===== config.mk =====
export PLATFORM = sky130hd
export DESIGN_NAME = btn_conditioner_flat
export DESIGN_NICKNAME = d
export VERILOG_FILES = /design/src/rtl/btn_pkg.sv /design/src/rtl/btn_conditioner_if.sv /design/src/rtl/btn_channel.sv /design/src/rtl/btn_conditioner.sv /design/src/flat_wrapper.sv
export SDC_FILE = /design/constraint.sdc
export NUM_CORES = 1
export LEC_CHECK = 0
export ABC_AREA = 1
export ABC_CLOCK_PERIOD_IN_PS = 5340
export BUFFER_PORTS_ARGS = -buffer_cell sky130_fd_sc_hd__buf_2
export CORE_ASPECT_RATIO = 1.2
export CORE_MARGIN = 5
export CORE_UTILIZATION = 55
export DETAILED_ROUTE_END_ITERATION = 16
export PLACE_DENSITY = 0.74
export SYNTH_ARGS = -nofsm -noshare
export SYNTH_HDL_FRONTEND = slang
export SYNTH_SLANG_ARGS = --single-unit

===== constraint.sdc =====
create_clock -name i_clk -period 5.34 [get_ports i_clk]
set_input_delay 0.801 -clock i_clk [delete_from_list [all_inputs] [get_ports i_clk]]
set_output_delay 0.801 -clock i_clk [all_outputs]
set_load 0.05 [all_outputs]

===== src/rtl/btn_pkg.sv =====
// Shared types and default cycle counts for the button conditioner.
// Macro BTN_REPEAT_EN enables the auto-repeat defaults' consumers.
package btn_pkg;
  typedef enum logic [1:0] {
    UP,
    ARM_DOWN,
    DOWN,
    ARM_UP
  } btn_state_t;

  localparam int SYNC_DEFAULT          = 2;
  localparam int DEBOUNCE_DEFAULT      = 250000;
  localparam int REPEAT_DELAY_DEFAULT  = 12500000;
  localparam int REPEAT_PERIOD_DEFAULT = 2500000;
endpackage


===== src/rtl/btn_conditioner_if.sv =====
// Button pins and conditioned outputs bundled for the conditioner.
// Master drives raw pins; slave (the conditioner) drives the outputs.
interface btn_conditioner_if #(
  parameter int N_BTN = 7
);
  logic [N_BTN-1:0] i_btn;
  logic [N_BTN-1:0] o_level;
  logic [N_BTN-1:0] o_press_stb;
  logic [N_BTN-1:0] o_release_stb;

  modport master (
    output i_btn,
    input  o_level,
    input  o_press_stb,
    input  o_release_stb
  );

  modport slave (
    input  i_btn,
    output o_level,
    output o_press_stb,
    output o_release_stb
  );
endinterface


===== src/rtl/btn_channel.sv =====
// One button: synchronizer, debounce FSM and counter.
// Auto-repeat counter present only when BTN_REPEAT_EN is defined.
module btn_channel
  import btn_pkg::*;
#(
  parameter int ACTIVE_LOW      = 1,
  parameter int SYNC_STAGES     = SYNC_DEFAULT,
  parameter int DEBOUNCE_CYCLES = DEBOUNCE_DEFAULT
`ifdef BTN_REPEAT_EN
  ,parameter int REPEAT_DELAY   = REPEAT_DELAY_DEFAULT
  ,parameter int REPEAT_PERIOD  = REPEAT_PERIOD_DEFAULT
`endif
) (
  input  logic i_clk,
  input  logic i_rst,
  input  logic i_btn,
  output logic o_level,
  output logic o_press_stb,
  output logic o_release_stb
);
  localparam int CW = $clog2(DEBOUNCE_CYCLES + 1);
  localparam logic [CW-1:0] C_MAX  = CW'(DEBOUNCE_CYCLES);
  localparam logic [CW-1:0] C_LAST = CW'(DEBOUNCE_CYCLES - 1);
  localparam logic REL = (ACTIVE_LOW != 0);

  logic [SYNC_STAGES-1:0] r_sync;
  logic                   w_in;
  btn_state_t             r_state, w_state;
  logic [CW-1:0]          r_cnt, w_cnt;
  logic                   r_level, w_level;
  logic                   r_press, w_press;
  logic                   r_rel, w_rel;

  always_ff @(posedge i_clk or posedge i_rst) begin
    if (i_rst) begin
      r_sync <= {SYNC_STAGES{REL}};
    end else begin
      r_sync <= {r_sync[SYNC_STAGES-2:0], i_btn};
    end
  end

  // Normalized so 1 always means pressed.
  assign w_in = r_sync[SYNC_STAGES-1] ^ REL;

`ifdef BTN_REPEAT_EN
  localparam int RMAX = (REPEAT_DELAY > REPEAT_PERIOD) ?
                        REPEAT_DELAY : REPEAT_PERIOD;
  localparam int RW = $clog2(RMAX + 1);
  localparam logic [RW-1:0] R_DLY = RW'(REPEAT_DELAY - 1);
  localparam logic [RW-1:0] R_PER = RW'(REPEAT_PERIOD - 1);

  logic [RW-1:0] r_rep, w_rep;
  logic          r_ph, w_ph;

  always_ff @(posedge i_clk or posedge i_rst) begin
    if (i_rst) begin
      r_rep <= '0;
      r_ph  <= 1'b0;
    end else begin
      r_rep <= w_rep;
      r_ph  <= w_ph;
    end
  end
`endif

  always_ff @(posedge i_clk or posedge i_rst) begin
    if (i_rst) begin
      r_state <= UP;
      r_cnt   <= '0;
      r_level <= 1'b0;
      r_press <= 1'b0;
      r_rel   <= 1'b0;
    end else begin
      r_state <= w_state;
      r_cnt   <= w_cnt;
      r_level <= w_level;
      r_press <= w_press;
      r_rel   <= w_rel;
    end
  end

  always_comb begin
    w_state = r_state;
    w_cnt   = r_cnt;
    w_level = r_level;
    w_press = 1'b0;
    w_rel   = 1'b0;
    unique case (r_state)
      UP: begin
        if (w_in) begin
          w_state = ARM_DOWN;
          w_cnt   = '0;
        end
      end
      ARM_DOWN: begin
        if (!w_in) begin
          w_state = UP;
          w_cnt   = '0;
        end else if (r_cnt == C_LAST) begin
          w_state = DOWN;
          w_cnt   = '0;
          w_level = 1'b1;
          w_press = 1'b1;
        end else if (r_cnt != C_MAX) begin
          w_cnt = r_cnt + 1'b1;
        end
      end
      DOWN: begin
        if (!w_in) begin
          w_state = ARM_UP;
          w_cnt   = '0;
        end
      end
      ARM_UP: begin
        if (w_in) begin
          w_state = DOWN;
          w_cnt   = '0;
        end else if (r_cnt == C_LAST) begin
          w_state = UP;
          w_cnt   = '0;
          w_level = 1'b0;
          w_rel   = 1'b1;
        end else if (r_cnt != C_MAX) begin
          w_cnt = r_cnt + 1'b1;
        end
      end
      default: begin
        w_state = UP;
        w_cnt   = '0;
      end
    endcase
`ifdef BTN_REPEAT_EN
    w_rep = r_rep;
    w_ph  = r_ph;
    // Runs only in DOWN, so a bounce through ARM_UP just pauses it.
    if (r_state == DOWN) begin
      if (r_rep == (r_ph ? R_PER : R_DLY)) begin
        w_press = 1'b1;
        w_rep   = '0;
        w_ph    = 1'b1;
      end else begin
        w_rep = r_rep + 1'b1;
      end
    end
    if (w_rel) begin
      w_rep = '0;
      w_ph  = 1'b0;
    end
`endif
  end

  assign o_level       = r_level;
  assign o_press_stb   = r_press;
  assign o_release_stb = r_rel;
endmodule


===== src/rtl/btn_conditioner.sv =====
// Multi-channel button conditioner: reset synchronizer plus channels.
// Define BTN_REPEAT_EN to enable auto-repeat press strobes.
module btn_conditioner
  import btn_pkg::*;
#(
  parameter int N_BTN           = 7,
  parameter int ACTIVE_LOW      = 1,
  parameter int SYNC_STAGES     = SYNC_DEFAULT,
  parameter int DEBOUNCE_CYCLES = DEBOUNCE_DEFAULT
`ifdef BTN_REPEAT_EN
  ,parameter int REPEAT_DELAY   = REPEAT_DELAY_DEFAULT
  ,parameter int REPEAT_PERIOD  = REPEAT_PERIOD_DEFAULT
`endif
) (
  input  logic        i_clk,
  input  logic        i_rst,
  btn_conditioner_if.slave io_bus
);
  logic [1:0] r_rst_sync;
  logic       w_rst;

  // Assert immediately, release two clocks later.
  always_ff @(posedge i_clk or posedge i_rst) begin
    if (i_rst) begin
      r_rst_sync <= 2'b11;
    end else begin
      r_rst_sync <= {r_rst_sync[0], 1'b0};
    end
  end

  assign w_rst = r_rst_sync[1];

  for (genvar g = 0; g < N_BTN; g++) begin : g_ch
    btn_channel #(
      .ACTIVE_LOW      (ACTIVE_LOW),
      .SYNC_STAGES     (SYNC_STAGES),
      .DEBOUNCE_CYCLES (DEBOUNCE_CYCLES)
`ifdef BTN_REPEAT_EN
      ,.REPEAT_DELAY   (REPEAT_DELAY)
      ,.REPEAT_PERIOD  (REPEAT_PERIOD)
`endif
    ) u_ch (
      .i_clk         (i_clk),
      .i_rst         (w_rst),
      .i_btn         (io_bus.i_btn[g]),
      .o_level       (io_bus.o_level[g]),
      .o_press_stb   (io_bus.o_press_stb[g]),
      .o_release_stb (io_bus.o_release_stb[g])
    );
  end
endmodule


===== src/flat_wrapper.sv =====
// flat-port wrapper written by rule: the top's interface ports become plain ports
module btn_conditioner_flat import btn_pkg::*;
#(
  parameter int N_BTN           = 7,
  parameter int ACTIVE_LOW      = 1,
  parameter int SYNC_STAGES     = SYNC_DEFAULT,
  parameter int DEBOUNCE_CYCLES = DEBOUNCE_DEFAULT

)
  (i_clk, i_rst, io_bus_i_btn, io_bus_o_level, io_bus_o_press_stb, io_bus_o_release_stb);
  btn_conditioner_if #(.N_BTN(N_BTN)) io_bus_i ();
  input  logic i_clk;
  input  logic i_rst;
  input wire logic [$bits(io_bus_i.i_btn)-1:0] io_bus_i_btn;
  output wire logic [$bits(io_bus_i.o_level)-1:0] io_bus_o_level;
  output wire logic [$bits(io_bus_i.o_press_stb)-1:0] io_bus_o_press_stb;
  output wire logic [$bits(io_bus_i.o_release_stb)-1:0] io_bus_o_release_stb;
  assign io_bus_i.i_btn = io_bus_i_btn;
  assign io_bus_o_level = io_bus_i.o_level;
  assign io_bus_o_press_stb = io_bus_i.o_press_stb;
  assign io_bus_o_release_stb = io_bus_i.o_release_stb;
  btn_conditioner #(.N_BTN(N_BTN), .ACTIVE_LOW(ACTIVE_LOW), .SYNC_STAGES(SYNC_STAGES), .DEBOUNCE_CYCLES(DEBOUNCE_CYCLES)) u_core (.i_clk(i_clk), .i_rst(i_rst), .io_bus(io_bus_i));
endmodule

==> out/metrics.yaml, run 1 <==
status:
  status: "finished clean"
final_layout:
  drive_gt1_share_pct: 8.485
  fillers: 1896
  area_delta_synth_final_pct: 7.045
  antenna_cells: 0
  fin_cells: 1856
  fin_nets: 1601
floorplanning:
  die_area_um2: 23200
  dieWidth_um: 139.9
  rows: 57
  start_util_pct: 55.37
  design.core.area_um2: 20110
  ios: 30
  die_h_um: 165.9
synth:
  syn_inst: 1582
  yosys-top-cells-count: "nand2_1, nand3_1, nor2_1"
  synth_largest_area_cell: "dfrtp_1"
  synth.top_cell.area_share_pct: 36.18
  synth_edf_count: 0
  ys_seq_area_share_pct: 39.96
  yosysMostFrequentCell: "nand2_1"
  ys_dominant_reg_cell: "dfrtp_1"
  async_flop_share_pct: 100.0
  yosysUniqueCellTypes: 44
  syn-num-nets: 1605
  yosys-top-cells-area: "dfrtp_1, nand2_1, nand3_1"
  synth_warnings: 0
  postSynthAreaPerCell_um2: 7.039
  yosys_register_bits: 177
  synth_area_um2: 11140
clocking:
  clk_path_buf_depth: 2
  htreeDepth: 4
  cts_tree: "yes"
  path_clk_slew_ps: 70
  cts_sinks: 177
  worstSkewPairLatency_ps: 430
  cts-root-buf: "clkbuf_16"
  post_cts_resized: 0
  cts_buffers: 17
  post_cts_buffers: 0
  ctsHoldBuffers: 0
global_route:
  grt_overflow: 0
  grt_start_max_net_pins: 126
  antenna_found_initial: 0
  track_usage_pct: 21.46
  grt_pass1_vias: 9626
  grt_pass1_wl_um: 42990
power:
  switching_share_pct: 34.98
  power_density_nw_per_um2: 312.3
  p_int_uw: 2420
  p_seq_share_pct: 42.8
  p_sw_uw: 1302
  pwr-share-clk_pct: 35.2
  combPwrFrac_pct: 22.0
  ir_worst_vdd_v: 0.0003158
  leakage_uw: 0.005487
timing:
  max_freq_ghz: 0.5193
  fin_skew_ps: 8.136
  hold_violations: 0
  setup_tns_ps: 0
  slew_headroom_pct: 41.73
  finalSetupViolCount: 0
  period_share_pct: 36.06
  worstMarginPinSlew_ps: 874.1
  rsz0062_at_grt: "false"
  finalMaxSlewViolations: 0
  period_minus_slack_ps: 1926
setup_path:
  critPathRequiredTime_ps: 5700
  crit_path_max_fanout: 16
  critPathArrivalTime_ps: 2290
  startpoint_type: "flop"
  crit_family: "flip-flops"
  end_kind: "flop"
  slowest_delay_ps: 730
  slowest_stage: "dfstp_2"
  path_cells: "nor2_1, inv_1, nand3_1, inv_1, nand2_1, nand3_1"
  path_class: "reg2reg"
  path_buf_inv: 2
detailed_routing:
  route.detailed.drc: 0
  wl_per_cell_um: 13.19
  ant_nets: 0
  vias_per_cell: 5.429
  vias: 10080
  drt-initial-drc-count: 612
  wl_um: 24470
  first_pass_iters: 5
placed_design:
  place.gp.congestion: 0.9306
  dp.cells: 1824
  hpwlAfterDp_um: 17220
  port_buffers: 29
worst_hold_path:
  min_path_type: "reg2reg"
job:
  maxCapViolCount: 0
flip-flops by register name, indices dropped and copies added (netlist names), named ones only:
signal / flops
u_core.g_ch.u_ch.o_press_stb: 7
u_core.g_ch.u_ch.o_release_stb: 7
u_core.g_ch.u_ch.r_cnt: 126
u_core.g_ch.u_ch.o_level: 7
u_core.g_ch.u_ch.r_sync: 14
u_core.g_ch.u_ch.r_state: 7
u_core.r_rst_sync: 2
logic make-up (layout without fill, tap and decap cells):
kind of cell / after synthesis / count (layout) / share of synthesized area, %
simple gates: 986 / 986 / 39.74
buf+inv: 243 / 252 / 9.360
flops: 177 / 177 / 39.95
compound gates: 115 / 115 / 5.719
xor+xnor: 46 / 46 / 3.618
fa+ha+maj: 14 / 14 / 1.573
other cells: 1 / 1 / 0.03368
worst register-to-register path, delay by kind of cell, from the launching register on:
| kind | cells | cell delay (ps) |
|---|---|---|
| flops | 1 | 730 |
| simple gates | 4 | 600 |
| buf+inv | 2 | 530 |
per-stage QoR:
stage	power [uW]	hold WS, ps	util [%]	setup WS [ps]	cell area, um2
6_report	3723	355.3	59.27	3414	11920
5_1_grt	3961	359.4	59.27	3279	11920
4_1_cts	3763	354.9	59.27	3403	11920
3_5_place_dp	2442	346.8	56.20	3449	11300
3_3_place_gp	2416	346.1	56.20	3492	11300
2_1_floorplan	2250	345.2	-	290.7	11140
power groups by stage:
stage	Combinational [uW]	Clock (uW)	Sequential [uW]
floorplan	679	0	1570
global placement	805	0	1610
detailed placement	824	0	1620
CTS	826	1340	1590
global route	947	1400	1620
finish	820	1310	1590
layer usage:
| metal | GRT usage (%) | up-vias | routed length (um) |
|---|---|---|---|
| met1 | 27.76 | 4632 | 10990 |
| met5 | 0 | - | 0 |
| li1 | - | 5130 | - |
| met2 | 36.09 | 258 | 11860 |
| met3 | 2.909 | 56 | 1009 |
| met4 | 9.229 | 0 | 610 |
cells in the final DEF (no fill, tap or decap), types with 4 or more instances in the layout:
master	count
inv_2	14
nor2_1	185
nand3b_1	5
inv_1	174
dfstp_2	16
ha_1	14
nand3_1	215
clkbuf_16	17
xnor2_1	8
nand2_2	7
nor2_2	12
nand4_1	81
nor2_4	4
inv_6	4
dfrtp_1	161
xor2_1	38
nor3_1	28
o21ai_0	60
nand3_2	8
o21ai_1	10
o211ai_1	8
o21bai_1	5
nand2_1	428
buf_2	29
a21oi_1	22
cell type report:
type / count / area, um2 / share of cell area (%)
Clock buffer: 18 / 439.2 / 3.684
Clock inverter: 14 / 178.9 / 1.501
Inverter: 189 / 716.9 / 6.014
Multi-Input combinational cell: 1162 / 5644 / 47.35
Sequential cell: 177 / 4449 / 37.33
Tap cell: 265 / 331.6 / 2.782
Timing Repair Buffer: 31 / 160.2 / 1.344
path summary, 6_finish.rpt:
check / slack, ps / end / depth (start not counted) / start
max: 3410 / u_core.g_ch[0].u_ch.r_cnt[12] / 6 / u_core.g_ch[0].u_ch.r_sync[1]
max reg2reg: 3410 / u_core.g_ch[0].u_ch.r_cnt[12] / 6 / u_core.g_ch[0].u_ch.r_sync[1]
min: 360 / u_core.g_ch[0].u_ch.r_sync[1] / 0 / u_core.g_ch[0].u_ch.r_sync[0]
min reg2reg: 360 / u_core.g_ch[0].u_ch.r_sync[1] / 0 / u_core.g_ch[0].u_ch.r_sync[0]
min in group asynchronous: 380 / u_core.r_rst_sync[1] / 2 / i_rst
max in group asynchronous: 3670 / u_core.g_ch[5].u_ch.r_cnt[9] / 2 / u_core.r_rst_sync[1]
No activity file was read; power rests on OpenSTA's default activity.
==> inputs of run 2 (changes only) <==
--- a/config.mk
+++ b/config.mk
@@ -6,7 +6,7 @@
 export NUM_CORES = 1
 export LEC_CHECK = 0
 export ABC_AREA = 1
-export ABC_CLOCK_PERIOD_IN_PS = 5340
+export ABC_CLOCK_PERIOD_IN_PS = 1700
 export BUFFER_PORTS_ARGS = -buffer_cell sky130_fd_sc_hd__buf_2
 export CORE_ASPECT_RATIO = 1.2
 export CORE_MARGIN = 5
==> constraint.sdc (replaced) <==
create_clock -name i_clk -period 1.7 [get_ports i_clk]
set_input_delay 0.255 -clock i_clk [delete_from_list [all_inputs] [get_ports i_clk]]
set_output_delay 0.255 -clock i_clk [all_outputs]
set_load 0.05 [all_outputs]
==> run 2 against run 1 <==
Against the previous run: final area increased by 6.4%; clock-buffer cell count increased by 2; register-to-register slack got worse by 3300 ps; clock power increased to 3.0 times the previous value; largest cell class unchanged; largest power group unchanged.
==> out/metrics.yaml, run 2 (synthesis results as in run 1) <==
setup_path:
  r2r_cells: 7  # +1
  cpMostUsedCell: "nand2_1"
  crit_family: "simple AND/OR/NAND/NOR gates"
  crit_path_max_fanout: 4  # -12
  r2r-start: "u_core.g_ch[6].u_ch.r_cnt[1]"
  slowest_delay_ps: 420  # -310 ps
  critPathArrivalTime_ps: 1940  # -350 ps
  path_cells: "buf_4, nand2_1, nor2_2, nand3_1, o21a_1, o21ai_0, nand2_1"
  critPathRequiredTime_ps: 2000  # -3700 ps
  slowest_stage: "dfrtp_1"
  cp.depth: 7  # +1
  r2r_setup_slack_ps: 70  # -3350 ps
  path_class: "reg2reg"
  path_buf_inv: 1  # -1
  startpoint_type: "flop"
  end_kind: "flop"
  reg2reg_to: "u_core.g_ch[6].u_ch.r_cnt[17]"
clocking:
  cts_sinks: 177  # unchanged
  htreeDepth: 4  # unchanged
  worstSkewPairLatency_ps: 430  # about the same
  path_clk_slew_ps: 70  # about the same
  cts_tree: "yes"
  clk_path_buf_depth: 2  # unchanged
  cts-root-buf: "clkbuf_16"
  cts_buffers: 17  # unchanged
timing:
  rsz0062_at_grt: "true"
  worst_slack_ps: 66.21  # -3348 ps
  finalSetupViolCount: 0  # unchanged
  period_share_pct: 96.11  # +60 points
  holdWs_ps: 349.2  # -6.094 ps
  finalMaxSlewViolations: 0  # unchanged
  setup_tns_ps: 0  # unchanged
  hold_violations: 0  # unchanged
  fin_skew_ps: 10.19  # +2.053 ps
  worstMarginPinSlew_ps: 846.4  # -27.67 ps
  max_freq_ghz: 0.6121  # +18%
  period_minus_slack_ps: 1634  # -291.9 ps
  slew_headroom_pct: 43.36  # +1.6 points
detailed_routing:
  drt-initial-drc-count: 629  # +2.8%
  first_pass_iters: 6  # +1
  route.detailed.drc: 0  # unchanged
  vias: 10520  # +4.4%
  wl_per_cell_um: 13.34  # +1.2%
  ant_nets: 0  # unchanged
  wl_um: 25760  # +5.3%
  vias_per_cell: 5.448  # +0.36%
job:
  maxCapViolCount: 0  # unchanged
power:
  pwr-share-clk_pct: 32.2  # -3.0 points
  p_int_uw: 7850  # +220%
  ir_worst_vdd_v: 0.0007777  # +150%
  p_seq_share_pct: 41.0  # -1.8 points
  leakage_uw: 0.005841  # +6.4%
  combPwrFrac_pct: 26.9  # +4.9 points
  switching_share_pct: 35.02  # about the same
  power_density_nw_per_um2: 952.8  # +210%
  p_sw_uw: 4230  # +220%
  power_uw: 12080  # +220%
worst_hold_path:
  min_path_type: "reg2reg"
  min_delay_path_depth: 0  # unchanged
  holdPathEnd: "u_core.g_ch[0].u_ch.r_sync[1]"
  holdCritStartpoint: "u_core.g_ch[0].u_ch.r_sync[0]"
final_layout:
  layout_common_cells: "nand2_1, nand3_1, nor2_1"
  drive_gt1_share_pct: 13.75  # +5.3 points
  fillers: 1808  # -4.6%
  layout_commonest_cell: "nand2_1"
  fin_cells: 1931  # +4.0%
  reg_top3: "u_core.g_ch.u_ch.r_cnt: 126 flops, u_core.g_ch.u_ch.r_sync: 14 flops"
  fin_nets: 1676  # +4.7%
  area_delta_synth_final_pct: 13.87
  largest_reg_flops: 126  # unchanged
  largest-register: "u_core.g_ch.u_ch.r_cnt"
  antenna_cells: 0  # unchanged
floorplanning:
  ios: 30  # unchanged
  dieWidth_um: 139.9  # unchanged
  start_util_pct: 55.37  # unchanged
  die_h_um: 165.9  # unchanged
  design.core.area_um2: 20110  # unchanged
  rows: 57  # unchanged
  die_area_um2: 23200  # unchanged
status:
  status: "finished clean"
global_route:
  grt_overflow: 0  # unchanged
  antenna_found_initial: 0  # unchanged
  grt_pass1_vias: 9605  # -0.22%
  grt_start_max_net_pins: 69  # -45%
  track_usage_pct: 21.56  # +0.097 points
  grt_pass1_wl_um: 43130  # +0.32%
placed_design:
  hpwlAfterDp_um: 18050  # +4.8%
  dp.cells: 1869  # +2.5%
  port_buffers: 29  # unchanged
  pre_cts_slack_ps: 21.95  # -3427 ps
  place.gp.congestion: 0.9575  # +2.9%
run 2: what timing repair did:
action / CTS / global route
endpoints found under the hold margin: 9 / 0
hold buffers: 8 / 0
resized for setup: 2 / 48
pin swaps: 0 / 17
gates cloned: 0 / 2
setup buffers: 0 / 20
endpoints found under the setup margin: 1 / 77
run 2: worst max-delay path by stage:
stage	from	slack (ps)	end
floorplan	u_core.r_rst_sync[1]	-900	asynchronous set/reset pin
global placement	u_core.g_ch[3].u_ch.r_cnt[1]	50	u_core.g_ch[3].u_ch.r_cnt[15]
detailed placement	u_core.g_ch[5].u_ch.r_cnt[0]	20	u_core.g_ch[5].u_ch.r_cnt[5]
CTS	u_core.g_ch[5].u_ch.r_cnt[0]	5	u_core.g_ch[5].u_ch.r_cnt[5]
global route	u_core.g_ch[3].u_ch.r_cnt[0]	-100	u_core.g_ch[3].u_ch.r_cnt[1]
finish	u_core.g_ch[6].u_ch.r_cnt[1]	70	u_core.g_ch[6].u_ch.r_cnt[17]
run 2: power groups by stage:
| stage | clock network [uW] | logic [uW] | registers [uW] |
|---|---|---|---|
| after detailed placement | 0 | 2890 | 5000 |
| after global placement | 0 | 2840 | 4990 |
| final | 3880 | 3240 | 4950 |
| after floorplan | 0 | 2130 | 4930 |
| after global routing | 4190 | 3650 | 5010 |
| after CTS | 3990 | 2920 | 4930 |
run 2: routing by layer:
metal	track usage [%]	part of all wire, %	up-vias
met5	0	0	-
met4	7.838	2.3	0
met3	2.794	4.1	57
met2	36.91	50	290
met1	28.01	43	4893
li1	-	-	5281
run 2: stage by stage:
step	instance area, um2	util [%]
3_5_place_dp	11700	58.17
2_1_floorplan	11140	-
3_3_place_gp	11700	58.17
4_1_cts	12370	61.49
5_1_grt	12680	63.05
6_report	12680	63.05
run 2: layout make-up:
class | count | area (um2) | area share, %
multi-input cells | 1163 | 5792 | 45.68
flip-flops and latches | 177 | 4453 | 35.12
repair buffers | 104 | 790.8 | 6.236
inverters | 189 | 725.7 | 5.723
clock buffers | 20 | 446.7 | 3.523
well taps | 265 | 331.6 | 2.615
clock inverters | 12 | 133.9 | 1.056
repair inverters | 1 | 6.256 | 0.04934
